File: src/rtl/game_score_keeper_if.sv
// Game-logic side of the score keeper: collision pixels, start/score strobes in; BCD scores, status and LEDs out.
// Combinational wiring only; no handshake, every strobe is taken the cycle it is high.
interface game_score_keeper_if #(
  parameter int DIGITS = 2,
  parameter int LED_W  = 10
);
  logic                  start;
  logic                  bird_color;
  logic                  pipe_color;
  logic                  score_evt;
  logic [4*DIGITS-1:0]   score_bcd;
  logic [4*DIGITS-1:0]   high_bcd;
  logic                  game_over;
  logic                  new_high;
  logic [LED_W-1:0]      led;

  modport master (
    output start, bird_color, pipe_color, score_evt,
    input  score_bcd, high_bcd, game_over, new_high, led
  );

  modport slave (
    input  start, bird_color, pipe_color, score_evt,
    output score_bcd, high_bcd, game_over, new_high, led
  );
endinterface

File: src/rtl/game_score_keeper.sv
// IDLE/PLAYING/OVER game FSM with debounced collision, saturating BCD score, high-score latch and LED flash.
// All outputs registered (1-cycle latency from inputs); no backpressure, inputs are sampled every cycle.
module game_score_keeper #(
  parameter int DIGITS      = 2,
  parameter int SCORE_MODE  = 0,
  parameter int SCORE_TICKS = 75000000,
  parameter int FLASH_TICKS = 25000000,
  parameter int COLL_CYCLES = 4,
  parameter int LED_W       = 10
) (
  input  logic                  clk,
  input  logic                  reset_n,
  game_score_keeper_if.slave    bus
);

  localparam int SW = 4 * DIGITS;
  localparam int TW = $clog2(SCORE_TICKS);
  localparam int FW = $clog2(FLASH_TICKS);
  localparam int CW = $clog2(COLL_CYCLES + 1);
  localparam logic [SW-1:0] ALL_NINES = {DIGITS{4'h9}};

  typedef enum logic [1:0] {
    S_IDLE,
    S_PLAY,
    S_OVER
  } state_t;

  state_t            state;
  logic [SW-1:0]     score;
  logic [SW-1:0]     high;
  logic [TW-1:0]     tick_cnt;
  logic [FW-1:0]     flash_cnt;
  logic [CW-1:0]     coll_cnt;
  logic [LED_W-1:0]  led;
  logic              game_over;
  logic              new_high;

  logic              overlap;
  logic              tick_wrap;
  logic              flash_wrap;
  logic              score_inc;
  logic              coll_hit;
  logic [SW-1:0]     score_next;

  function automatic logic [SW-1:0] bcd_inc(input logic [SW-1:0] v);
    logic [SW-1:0] r;
    logic          carry;
    r     = v;
    carry = 1'b1;
    for (int i = 0; i < DIGITS; i++) begin
      if (carry) begin
        if (v[4*i +: 4] == 4'd9) begin
          r[4*i +: 4] = 4'd0;
        end else begin
          r[4*i +: 4] = v[4*i +: 4] + 4'd1;
          carry       = 1'b0;
        end
      end
    end
    return r;
  endfunction

  assign overlap    = bus.bird_color & bus.pipe_color;
  assign tick_wrap  = (tick_cnt == TW'(SCORE_TICKS - 1));
  assign flash_wrap = (flash_cnt == FW'(FLASH_TICKS - 1));
  assign score_inc  = (SCORE_MODE == 0) ? tick_wrap : bus.score_evt;
  // Saturate at all-9s rather than rolling over to zero.
  assign score_next = (score_inc && (score != ALL_NINES)) ? bcd_inc(score) : score;
  assign coll_hit   = overlap && (coll_cnt == CW'(COLL_CYCLES - 1));

  always_ff @(posedge clk or negedge reset_n) begin
    if (!reset_n) begin
      state     <= S_IDLE;
      score     <= '0;
      high      <= '0;
      tick_cnt  <= '0;
      flash_cnt <= '0;
      coll_cnt  <= '0;
      led       <= '0;
      game_over <= 1'b0;
      new_high  <= 1'b0;
    end else begin
      new_high <= 1'b0;
      case (state)
        S_IDLE: begin
          if (bus.start) begin
            state    <= S_PLAY;
            score    <= '0;
            tick_cnt <= '0;
            coll_cnt <= '0;
          end
        end
        S_PLAY: begin
          score <= score_next;
          if (SCORE_MODE == 0) begin
            tick_cnt <= tick_wrap ? '0 : tick_cnt + TW'(1);
          end
          // Packed BCD compares correctly as plain unsigned.
          if (coll_hit) begin
            state     <= S_OVER;
            game_over <= 1'b1;
            coll_cnt  <= '0;
            flash_cnt <= '0;
            led       <= '0;
            if (score_next > high) begin
              high     <= score_next;
              new_high <= 1'b1;
            end
          end else begin
            coll_cnt <= overlap ? coll_cnt + CW'(1) : '0;
          end
        end
        S_OVER: begin
          if (bus.start) begin
            state     <= S_PLAY;
            game_over <= 1'b0;
            score     <= '0;
            tick_cnt  <= '0;
            flash_cnt <= '0;
            led       <= '0;
          end else if (flash_wrap) begin
            flash_cnt <= '0;
            led       <= ~led;
          end else begin
            flash_cnt <= flash_cnt + FW'(1);
          end
        end
        default: state <= S_IDLE;
      endcase
    end
  end

  assign bus.score_bcd = score;
  assign bus.high_bcd  = high;
  assign bus.game_over = game_over;
  assign bus.new_high  = new_high;
  assign bus.led       = led;

endmodule

File: src/flat_wrapper.sv
// flat-port wrapper written by rule: the top's interface ports become plain ports
module game_score_keeper_flat 
#(
  parameter int DIGITS      = 2,
  parameter int SCORE_MODE  = 0,
  parameter int SCORE_TICKS = 75000000,
  parameter int FLASH_TICKS = 25000000,
  parameter int COLL_CYCLES = 4,
  parameter int LED_W       = 10
)
  (clk, reset_n, bus_start, bus_bird_color, bus_pipe_color, bus_score_evt, bus_score_bcd, bus_high_bcd, bus_game_over, bus_new_high, bus_led);
  game_score_keeper_if #(.DIGITS(DIGITS), .LED_W(LED_W)) bus_i ();
  input  logic clk;
  input  logic reset_n;
  input wire logic [$bits(bus_i.start)-1:0] bus_start;
  input wire logic [$bits(bus_i.bird_color)-1:0] bus_bird_color;
  input wire logic [$bits(bus_i.pipe_color)-1:0] bus_pipe_color;
  input wire logic [$bits(bus_i.score_evt)-1:0] bus_score_evt;
  output wire logic [$bits(bus_i.score_bcd)-1:0] bus_score_bcd;
  output wire logic [$bits(bus_i.high_bcd)-1:0] bus_high_bcd;
  output wire logic [$bits(bus_i.game_over)-1:0] bus_game_over;
  output wire logic [$bits(bus_i.new_high)-1:0] bus_new_high;
  output wire logic [$bits(bus_i.led)-1:0] bus_led;
  assign bus_i.start = bus_start;
  assign bus_i.bird_color = bus_bird_color;
  assign bus_i.pipe_color = bus_pipe_color;
  assign bus_i.score_evt = bus_score_evt;
  assign bus_score_bcd = bus_i.score_bcd;
  assign bus_high_bcd = bus_i.high_bcd;
  assign bus_game_over = bus_i.game_over;
  assign bus_new_high = bus_i.new_high;
  assign bus_led = bus_i.led;
  game_score_keeper #(.DIGITS(DIGITS), .SCORE_MODE(SCORE_MODE), .SCORE_TICKS(SCORE_TICKS), .FLASH_TICKS(FLASH_TICKS), .COLL_CYCLES(COLL_CYCLES), .LED_W(LED_W)) u_core (.clk(clk), .reset_n(reset_n), .bus(bus_i));
endmodule
File: config.mk
export PLATFORM = sky130hd
export DESIGN_NAME = game_score_keeper_flat
export DESIGN_NICKNAME = d
export VERILOG_FILES = /design/src/rtl/game_score_keeper_if.sv /design/src/rtl/game_score_keeper.sv /design/src/flat_wrapper.sv
export SDC_FILE = /design/constraint.sdc
export NUM_CORES = 1
export LEC_CHECK = 0
export ABC_AREA = 1
export CAP_MARGIN = 20
export CORE_MARGIN = 2
export CORE_UTILIZATION = 33
export DETAILED_ROUTE_END_ITERATION = 6
export DONT_BUFFER_PORTS = 1
export SYNTH_ARGS = -nofsm -noshare
export SYNTH_HDL_FRONTEND = slang
export SYNTH_SLANG_ARGS = --single-unit
export TNS_END_PERCENT = 10
File: constraint.sdc
create_clock -name clk -period 2.5 [get_ports clk]
set_input_delay 0 -clock clk [delete_from_list [all_inputs] [get_ports clk]]
set_output_delay 0 -clock clk [all_outputs]
set_load 0.1 [all_outputs]
### Word level (Yosys, flattened, before mapping)

Index checks and enable logic that the tools add are counted.

* add/subtract/negate cells: 5
* multiply operators: 0
* divide/modulo/power cells: 0
* magnitude comparators: 1
* eq/ne operators: 13
* shifts and indexed selects: 0
* mux-type cells: 31
* bitwise operators: 2
* reductions and logical operators: 14

Operators by type and width (number)
* $mux W25: 3
* $mux W27: 2
* $pmux W27 S2: 1
* $pmux W25 S2: 1
* $mux W10: 3
* $add A27 B1 Y27 const B: 1
* $eq A27 B27 Y1 const B: 1
* $add A25 B1 Y25 const B: 1
* $eq A25 B25 Y1 const B: 1
* $pmux W10 S2: 1
* $mux W8: 2
* $pmux W8 S2: 1
* $mux W4: 3
* $not A10 Y10: 1
* $mux W3: 3
* $reduce_and A3 Y1: 3
* $add A4 B1 Y4 const B: 2
* $eq A4 B4 Y1 const B: 2
* $gt A8 B8 Y1: 1
* $ne A8 B8 Y1 const B: 1
* $reduce_and A2 Y1: 4
* $mux W1: 6
* $pmux W3 S2: 1
* $reduce_bool A2 Y1: 3
* 14 further kinds: 18

* bits in registers: 85
* latch bits: 0
* RAM bits: 0
* bits in read-only memories: 0
* input bits: 6
* output and inout port bits: 28
* memories kept: 0

### Longest topological paths before layout

Gate-level depths: netlist of run 1.

* depth in word-level cells: 8
* mapped depth: 20
* gate-level depth less buffers: 20

### Least setup slack after synthesis of run 1

No wires, ideal clock.

* kind: reg-to-reg
* start: register u_core.score[0], in the netlist u_core.bus.score_bcd[0]
* end: register u_core.high[0], in the netlist u_core.bus.high_bcd[0]
* setup time: 0.120 ns
* arrival time: 3.270 ns
* required time: 2.380 ns
* path slack: -0.890 ns
* cell stages (with the launch flop): 18
* path through: dfrtp_1 -> ha_1 -> nand2_1 -> nor2_4 -> nand4_2 -> nand3_2 -> nand2_1 -> nand2_1 -> inv_1 -> ha_1 -> nand2_1 -> nor2_1 -> a21oi_1 -> nand2_1 -> a21oi_2 -> inv_1 -> nand2_1 -> nand2_1

* cells in the longest elaborated chain, start to end: 6

RTL lines
* from (decl): RTL line game_score_keeper.sv:29 `logic [SW-1:0] score;`
* from (signal assigned): RTL line game_score_keeper.sv:94 `score <= score_next;`
* $eq A4 B4 Y1: RTL line game_score_keeper.sv:52 `if (v[4*i +: 4] == 4'd9) begin`
* $mux W1: RTL line game_score_keeper.sv:52
* $mux W4: RTL line game_score_keeper.sv:51 `if (carry) begin`
* $mux W8 (*): RTL line game_score_keeper.sv:68 `assign score_next = (score_inc && (score != ALL_NINES)) ? bcd_inc(score) : score;`
* via u_core.score_next[7]: RTL line game_score_keeper.sv:43 `logic [SW-1:0] score_next;`
* $gt A8 B8 Y1 (*): RTL line game_score_keeper.sv:105 `if (score_next > high) begin`
* $reduce_and A3 Y1 (no line) (*)
* to (signal assigned): RTL line game_score_keeper.sv:106 `high <= score_next;`
* to (decl): RTL line game_score_keeper.sv:30 `logic [SW-1:0] high;`

The timed path passes the listed nets; every way through them passes the cells marked *.
A chain may end at the register's enable or synchronous reset.

### Worst setup path after layout of run 1

* start: register u_core.score[1], in the netlist u_core.bus.score_bcd[1]
* end: register u_core.high[4], in the netlist u_core.bus.high_bcd[4]

The elaborated chain is that of the path after synthesis.

==> qor_table.md, run 1 <==
| Parameter | This run | Unit |
|---|---|---|
| Data arrival time at the worst-slack endpoint | 2.86 | ns |
| Master cell of the clock root buffer | sky130_fd_sc_hd__clkbuf_16 | - |
| Global Route Usage Sum | 16.6 | % |
| Worst Reg2Reg Path Length in Cells | 19 | - |
| Share of the synthesized area in the top cell type | 37.5 | % |
| Total stage count of the critical path | 19 | - |
| Aggregate global routing overflow | 0 | - |
| Final setup slack of the worst path | -0.0681 | ns |
| Input/output buffers | 0 | - |
| CTS HTree Levels | 3 | - |
| Area occupied by multi-input gates | 3180 | um^2 |
| Area inside the core boundary | 16700 | um^2 |
| Dpl hpwl | 10600 | um |
| Yosys top cell by area | sky130_fd_sc_hd__dfrtp_1 | - |
| Antenna Cells | 0 | - |
| Worst-margin pin slew | 0.890 | ns |
| CTS buffer count | 9 | - |
| Die footprint | 18300 | um^2 |
| Highest clock frequency the design can meet | 389 | MHz |
| Layout cells sized above 1 | 23.0 | % |
| WP data required | 2.79 | ns |
| Maximum resistive drop on vdd | 0.404 | mV |
| Share of the clock period used by the worst path | 103 | % |
| Weighted congestion at the end of routability-driven global placement | 0.880 | - |
| Avg WL per Cell | 12.5 | um |
| P per Cell Area | 653 | nW/um^2 |
| Final routed wirelength across all metal layers | 14200 | um |
| Total chip power | 4.62 | mW |
| Run status | complete, but fails checks | - |
| Final setup fails | 9 | - |
| TritonCTS clock tree | done | - |
| Via count of the routed design | 5240 | - |
| Routed Antenna Nets | 0 | - |
| DR vias/cell | 4.63 | - |
| Clock tree skew after final layout | 0.00836 | ns |
| Delay of the slowest cell on the worst path | 0.47 | ns |
| Critical path peak fanout | 6 | - |
| Chip width | 135 | um |
| Worst reg2reg startpoint | u_core.bus.score_bcd[1]$_DFFE_PN0P_ | - |
| Flip-flop and latch count after synthesis | 85 | - |
| Synthesis-to-finish area growth | 24.5 | % |
| Unrepaired setup endpoints after global routing | true | - |
| Latest clock arrival within the worst-skew pair | 0.35 | ns |
| First element of the critical path | u_core.bus.score_bcd[1]$_DFFE_PN0P_ | - |
| Maximum clock path buffer count | 2 | - |
| Slew Limit Fails | 0 | - |
| NumNets Final | 934 | - |
| Leakage | 3.55 | nW |
| Initial antenna violation count | 0 | - |
| Number of design rule violations left after detail routing | 0 | - |
| Leading cell types by total area after synthesis | sky130_fd_sc_hd__dfrtp_1, sky130_fd_sc_hd__nand2_1, sky130_fd_sc_hd__inv_1 | - |
| Count of synthesis-stage warnings from yosys | 0 | - |
| Worst reg2reg setup slack | -0.07 | ns |
| End of the critical path | u_core.bus.high_bcd[4]$_DFFE_PN0P_ | - |
| Category of the worst setup path launch point | flip-flop | - |
| Vertical die dimension | 135 | um |
| Buffers & Inverters on Critical Path | 4 | - |
| Number of optimization iterations in the first detailed-route pass | 5 | - |
| Via count of the first global-routing pass | 5165 | - |
| Clock slew seen by the registers of the worst setup and hold paths | 0.07 | ns |
| Master of the slowest instance on the critical path | sky130_fd_sc_hd__dfrtp_4 | - |
| First-pass GRT wire length | 24500 | um |
| Slew headroom | 40.7 | % |
| Avg Inst Size Synth | 6.98 | um^2 |
| Post-synthesis instance area | 5680 | um^2 |
| Family with the most delay on the worst path | simple AND/OR/NAND/NOR gates | - |
| Worst setup EP type | flip-flop | - |
| Critical Path Most Common Cell | sky130_fd_sc_hd__nand2_1 | - |
| Crit path kind | flip-flop to flip-flop | - |
| Hold Slack | 0.00766 | ns |
| Share of synthesized area occupied by flip-flops and latches | 37.5 | % |
| Post-Syn Nets | 840 | - |
| Post-Place Setup Slack | -0.0713 | ns |
| Register area | 2140 | um^2 |
| Class of the tightest hold or removal check | primary input to flip-flop | - |
| Synthesized instance count | 814 | - |
| Max_cap viols | 0 | - |
| Starting utilization of the core area | 34.0 | % |
| Number of design-rule violations left by the first detailed-router iteration | 311 | - |
| Filler cell count | 1755 | - |
| Boundary Pins | 34 | - |
| Period minus WS final | 2.57 | ns |
| Failing checks | setup timing | - |
| Number of distinct standard cells referenced by the synthesized netlist | 43 | - |
| Number of clock sinks | 85 | - |
| Ordered cell list for the critical path | inv_2 -> ha_4 -> nand2_4 -> nor2_4 -> buf_4 -> nand2_1 -> o21ai_0 -> nand3_1 -> nand2_1 -> inv_1 -> ha_1 -> nand2_2 -> nor2_2 -> a21oi_1 -> nand2_1 -> a21oi_4 -> buf_6 -> nand3_1 -> nand2_1 | - |
| Total count of hold-check failures in the final report | 0 | - |
| Row count | 47 | - |
| Reg-to-reg endpoint | u_core.bus.high_bcd[4]$_DFFE_PN0P_ | - |
| Pin count of the biggest net entering global routing | 86 | - |
## worst min path at each step
stage | endpoint | from | cells past startpoint
after CTS | u_core.coll_cnt[2]$_DFFE_PN0P_ | bus_pipe_color | 4
after detailed placement | u_core.tick_cnt[10]$_DFFE_PN0P_ | reset_n | 0
after global routing | u_core.coll_cnt[2]$_DFFE_PN0P_ | bus_pipe_color | 4
final | u_core.coll_cnt[2]$_DFFE_PN0P_ | bus_pipe_color | 4
after global placement | u_core.tick_cnt[10]$_DFFE_PN0P_ | reset_n | 0
after floorplan | u_core.bus.game_over$_DFFE_PN0P_ | reset_n | 0
## where the power goes
part / internal (mW) / leakage (nW) / switching [mW]
registers: 1.48 / 1.16 / 0.0672
logic: 0.391 / 2.25 / 1.31
clock network: 0.779 / 0.139 / 0.590
## layer usage
metal  routed length [um]  vias up  GRT usage [%]
met1                 6830     2415           22.1
met4                  140        0           5.09
li1                     -     2752              -
met5                    0        -              0
met3                  415       10           2.62
met2                 6770       63           27.8
## cells in the mapped netlist, drive strengths merged
cell type / count
a21o: 1
a21oi: 11
a31oi: 1
buf: 10
clkbuf: 1
clkinv: 3
dfrtp: 85
ha: 20
inv: 112
nand2: 274
nand3: 71
nand3b: 3
nand4: 28
nor2: 134
nor3: 14
o21a: 1
o21ai: 21
o21bai: 1
o22ai: 2
o31ai: 1
or2: 2
xnor2: 6
xor2: 12
## layout by cell type (no fill, tap or decap), drive strengths merged
cell type,instances
a21oi,11
nand3b,3
nand2,274
o21ai,21
xor2,12
o22ai,2
o21a,1
clkinv,3
o31ai,1
buf,91
nor3,14
a21o,1
nand4,28
nand3,71
clkbuf,9
ha,20
clkinvlp,2
a31oi,1
bufinv,1
or2,2
inv,115
dfrtp,85
dlygate4sd3,2
o21bai,1
nor2,135
xnor2,6
## registers in the layout (all words and copies together), names as in the netlist
name / cells
u_core.state: 2
u_core.bus.game_over: 1
u_core.bus.high_bcd: 8
u_core.bus.new_high: 1
u_core.flash_cnt: 25
u_core.bus.led: 10
u_core.bus.score_bcd: 8
u_core.tick_cnt: 27
u_core.coll_cnt: 3
## kinds of logic (layout without fill, tap and decap cells)
kind of cell | after synthesis | in the layout | synth area share, %
and+or+nand+nor | 526 | 527 | 42.0
buffers and inverters | 126 | 223 | 9.32
DFF | 85 | 85 | 37.5
AOI/OAI and AO/OA | 39 | 39 | 4.08
adders and majority gates | 20 | 20 | 4.41
xor gates and xnor gates | 18 | 18 | 2.78
## worst register-to-register path, delay by kind of cell, from the launching register on
family / cells / cell delay, ns
AO/OA/AOI/OAI: 3 / 0.40
adder cells (fa/ha/maj): 2 / 0.42
buffers and inverters: 4 / 0.40
flip-flops: 1 / 0.47
AND/OR/NAND/NOR: 10 / 0.83
## cell type report
cell class | instances | share of cell area [%]
multi-input combinational | 604 | 45.0
sequential | 85 | 30.3
clock inverter | 6 | 1.01
inverter | 115 | 6.23
timing repair buffer | 93 | 10.3
tap | 220 | 3.89
clock buffer | 9 | 3.19
## timing repair
action | 4_1_cts | 5_1_grt
pin swaps | 7 | 21
buffers inserted | 2 | 8
hold buffers | 3 | 0
gates cloned | 1 | 0
resized for setup | 11 | 20
endpoints found under the hold margin | 90 | 0
setup endpoints to repair | 8 | 19
## per-stage QoR
step                setup TNS (ns)  utilization [%]  std cells  area, um^2
floorplan                    -1.86                -        814        5720
global placement           -0.0751             39.0       1103        6510
detailed placement          -0.423             39.0       1103        6510
CTS                        -0.0186             41.4       1124        6910
global route                 -1.77             42.3       1132        7070
finish                      -0.355             42.3       1132        7070
Note: power is estimated with default switching activity, not from simulation.
==> inputs of run 2 (changes only) <==
Settings changed: GPL_ROUTABILITY_DRIVEN from default to 0.
Clock period 2.5 ns to 3.14 ns, I/O delays scaled along.
==> qor_table.md, run 2 (synthesis results as in run 1) <==
| Parameter | This run | Unit | vs previous |
|---|---|---|---|
| Design Area, Final | 6390 | um^2 | -9.6% |
| Worst setup EP type | flip-flop | - |  |
| Total instance count after detailed placement | 1046 | - | -5.2% |
| Unrepaired setup endpoints after global routing | false | - |  |
| Share of the clock period used by the worst path | 84.0 | % | -19 points |
| Master cell of the clock root buffer | sky130_fd_sc_hd__clkbuf_16 | - |  |
| Worst-margin pin slew | 0.979 | ns | +0.0887 ns |
| Global Route Usage Sum | 15.6 | % | -0.97 points |
| Fin Setup TNS | 0 | ns | +0.355 ns |
| Final setup fails | 0 | - | -9 |
| Synthesis-to-finish area growth | 12.5 | % |  |
| Boundary Pins | 34 | - | unchanged |
| Number of design-rule violations left by the first detailed-router iteration | 323 | - | +3.9% |
| Number of optimization iterations in the first detailed-route pass | 5 | - | unchanged |
| Commonest non-fill, non-tap cell in the layout | sky130_fd_sc_hd__nand2_1 | - |  |
| Number of clock sinks | 85 | - | unchanged |
| Chip width | 135 | um | unchanged |
| Family with the most delay on the worst path | simple AND/OR/NAND/NOR gates | - |  |
| Pin count of the biggest net entering global routing | 86 | - | unchanged |
| Slew Limit Fails | 0 | - | unchanged |
| Number of flip-flops under the largest register name | 27 | - | unchanged |
| Vertical die dimension | 135 | um | unchanged |
| Starting utilization of the core area | 34.0 | % | unchanged |
| Initial antenna violation count | 0 | - | unchanged |
| WP data required | 3.43 | ns | +0.64 ns |
| P per Cell Area | 559 | nW/um^2 | -14% |
| Critical Path Most Common Cell | sky130_fd_sc_hd__nand2_1 | - |  |
| Via count of the routed design | 4929 | - | -5.9% |
| Latest clock arrival within the worst-skew pair | 0.35 | ns | about the same |
| Final cell count without fillers | 1065 | - | -5.9% |
| Master of the slowest instance on the critical path | sky130_fd_sc_hd__dfrtp_1 | - |  |
| Maximum clock path buffer count | 2 | - | unchanged |
| Slew headroom | 34.7 | % | -6.0 points |
| Worst reg2reg setup slack | 0.50 | ns | +0.57 ns |
| First element of the critical path | u_core.tick_cnt[1]$_DFFE_PN0P_ | - |  |
| Via count of the first global-routing pass | 4747 | - | -8.1% |
| Class of the tightest hold or removal check | primary input to flip-flop | - |  |
| CTS buffer count | 9 | - | unchanged |
| Placement-stage cell area | 6040 | um^2 | -7.2% |
| Die footprint | 18300 | um^2 | unchanged |
| Worst Reg2Reg Path Length in Cells | 17 | - | -2 |
| Largest registers | u_core.tick_cnt x27, u_core.flash_cnt x25, u_core.bus.led x10 | - |  |
| Most flop-heavy register | u_core.tick_cnt | - |  |
| First-pass GRT wire length | 22900 | um | -6.4% |
| End of the critical path | u_core.bus.high_bcd[7]$_DFFE_PN0P_ | - |  |
| Maximum resistive drop on vdd | 0.344 | mV | -15% |
| Routed Antenna Nets | 0 | - | unchanged |
| Critical path peak fanout | 9 | - | +3 |
| Ordered cell list for the critical path | ha_1 -> nand2_1 -> nor2_4 -> nand2_4 -> nor2_8 -> nand3_2 -> nand2_1 -> nand2_1 -> ha_1 -> nand2_1 -> nor2_1 -> a21oi_1 -> nand2_1 -> a21oi_2 -> buf_4 -> nand3_1 -> nand2_1 | - |  |
| Total count of hold-check failures in the final report | 0 | - | unchanged |
| Most used cells in the layout excluding fill and tap cells | sky130_fd_sc_hd__nand2_1, sky130_fd_sc_hd__inv_1, sky130_fd_sc_hd__nor2_1, sky130_fd_sc_hd__dfrtp_1, sky130_fd_sc_hd__nand3_1 | - |  |
| DR vias/cell | 4.63 | - | about the same |
| Data arrival time at the worst-slack endpoint | 2.93 | ns | +0.07 ns |
| Reg-to-reg endpoint | u_core.bus.high_bcd[7]$_DFFE_PN0P_ | - |  |
| Buffers & Inverters on Critical Path | 1 | - | -3 |
| Final routed wirelength across all metal layers | 13100 | um | -7.4% |
| Area inside the core boundary | 16700 | um^2 | unchanged |
| Category of the worst setup path launch point | flip-flop | - |  |
| Aggregate global routing overflow | 0 | - | unchanged |
| Clock slew seen by the registers of the worst setup and hold paths | 0.07 | ns | about the same |
| Leakage | 3.20 | nW | -9.9% |
| Antenna Cells | 0 | - | unchanged |
| Number of buffers added for setup after CTS | 0 | - | -2 |
| Clock tree skew after final layout | 0.0127 | ns | +0.00429 ns |
| NumNets Final | 866 | - | -7.3% |
| TritonCTS clock tree | done | - |  |
| Total stage count of the critical path | 17 | - | -2 |
| Max_cap viols | 0 | - | unchanged |
| Worst reg2reg startpoint | u_core.tick_cnt[1]$_DFFE_PN0P_ | - |  |
| Period minus WS final | 2.64 | ns | +0.0694 ns |
| Highest clock frequency the design can meet | 379 | MHz | -2.6% |
| Dpl hpwl | 9720 | um | -8.0% |
| Number of design rule violations left after detail routing | 0 | - | unchanged |
| Run status | complete, no violations | - |  |
| CTS HTree Levels | 3 | - | unchanged |
| Input/output buffers | 0 | - | unchanged |
| Crit path kind | flip-flop to flip-flop | - |  |
| Delay of the slowest cell on the worst path | 0.38 | ns | -0.09 ns |
| Layout cells sized above 1 | 13.1 | % | -9.9 points |
| Avg WL per Cell | 12.3 | um | -1.5% |
| Row count | 47 | - | unchanged |
-- run 2: worst min-delay path by stage --
stage | from | endpoint | slack [ns] | cells after the start
after floorplan | reset_n | u_core.bus.game_over$_DFFE_PN0P_ | -0.30 | 0
after global routing | bus_pipe_color | u_core.coll_cnt[1]$_DFFE_PN0P_ | 0.07 | 4
final | bus_pipe_color | u_core.coll_cnt[0]$_DFFE_PN0P_ | 0.03 | 4
after CTS | bus_pipe_color | u_core.coll_cnt[0]$_DFFE_PN0P_ | 0.02 | 4
after detailed placement | reset_n | u_core.tick_cnt[12]$_DFFE_PN0P_ | -0.29 | 0
after global placement | reset_n | u_core.tick_cnt[12]$_DFFE_PN0P_ | -0.29 | 0
-- run 2: worst min-delay path: cells and delay by family --
family | cells | cell delay, ns
AO/OA/AOI/OAI | 1 | 0.08
buffers and inverters | 1 | 0.05
AND/OR/NAND/NOR | 2 | 0.20
-- run 2: where the power goes --
| group | switching (mW) | internal, mW | leakage (nW) | total [mW] |
|---|---|---|---|---|
| Clock | 0.471 | 0.624 | 0.144 | 1.10 |
| Combinational | 0.796 | 0.233 | 1.88 | 1.03 |
| Sequential | 0.276 | 1.17 | 1.17 | 1.45 |
| Total | 1.54 | 2.03 | 3.20 | 3.57 |
-- run 2: timing repair --
item / 4_1_cts / 5_1_grt
hold endpoints to repair: 90 / 0
resized for setup: 0 / 0
hold buffers: 3 / 0
setup endpoints to repair: 0 / 0
-- run 2: stage by stage --
step | power [mW] | hold slack, ns | util (%) | setup slack [ns]
global route | 3.78 | 0.0706 | 38.2 | 0.159
detailed placement | 2.48 | -0.289 | 36.2 | 0.514
global placement | 2.48 | -0.289 | 36.2 | 0.542
finish | 3.57 | 0.0321 | 38.2 | 0.502
CTS | 3.62 | 0.0235 | 38.2 | 0.489
floorplan | 2.30 | -0.296 | - | 0.0966
-- run 2: area by class of cell --
cell class / instances / area [um^2]
clock inverters: 6 / 68.8
fillers: 1756 / 10300
repair buffers: 26 / 220
well taps: 220 / 275
flip-flops and latches: 85 / 2130
clock buffers: 10 / 229
inverters: 115 / 438
multi-input cells: 603 / 3020
-- run 2: metal layers --
metal | share of wire, % | routed length (um) | track usage (%)
met5 | 0 | 0 | 0
met4 | 2.0 | 265 | 7.18
met3 | 3.7 | 488 | 2.51
met2 | 44 | 5820 | 24.3
met1 | 50 | 6550 | 21.3
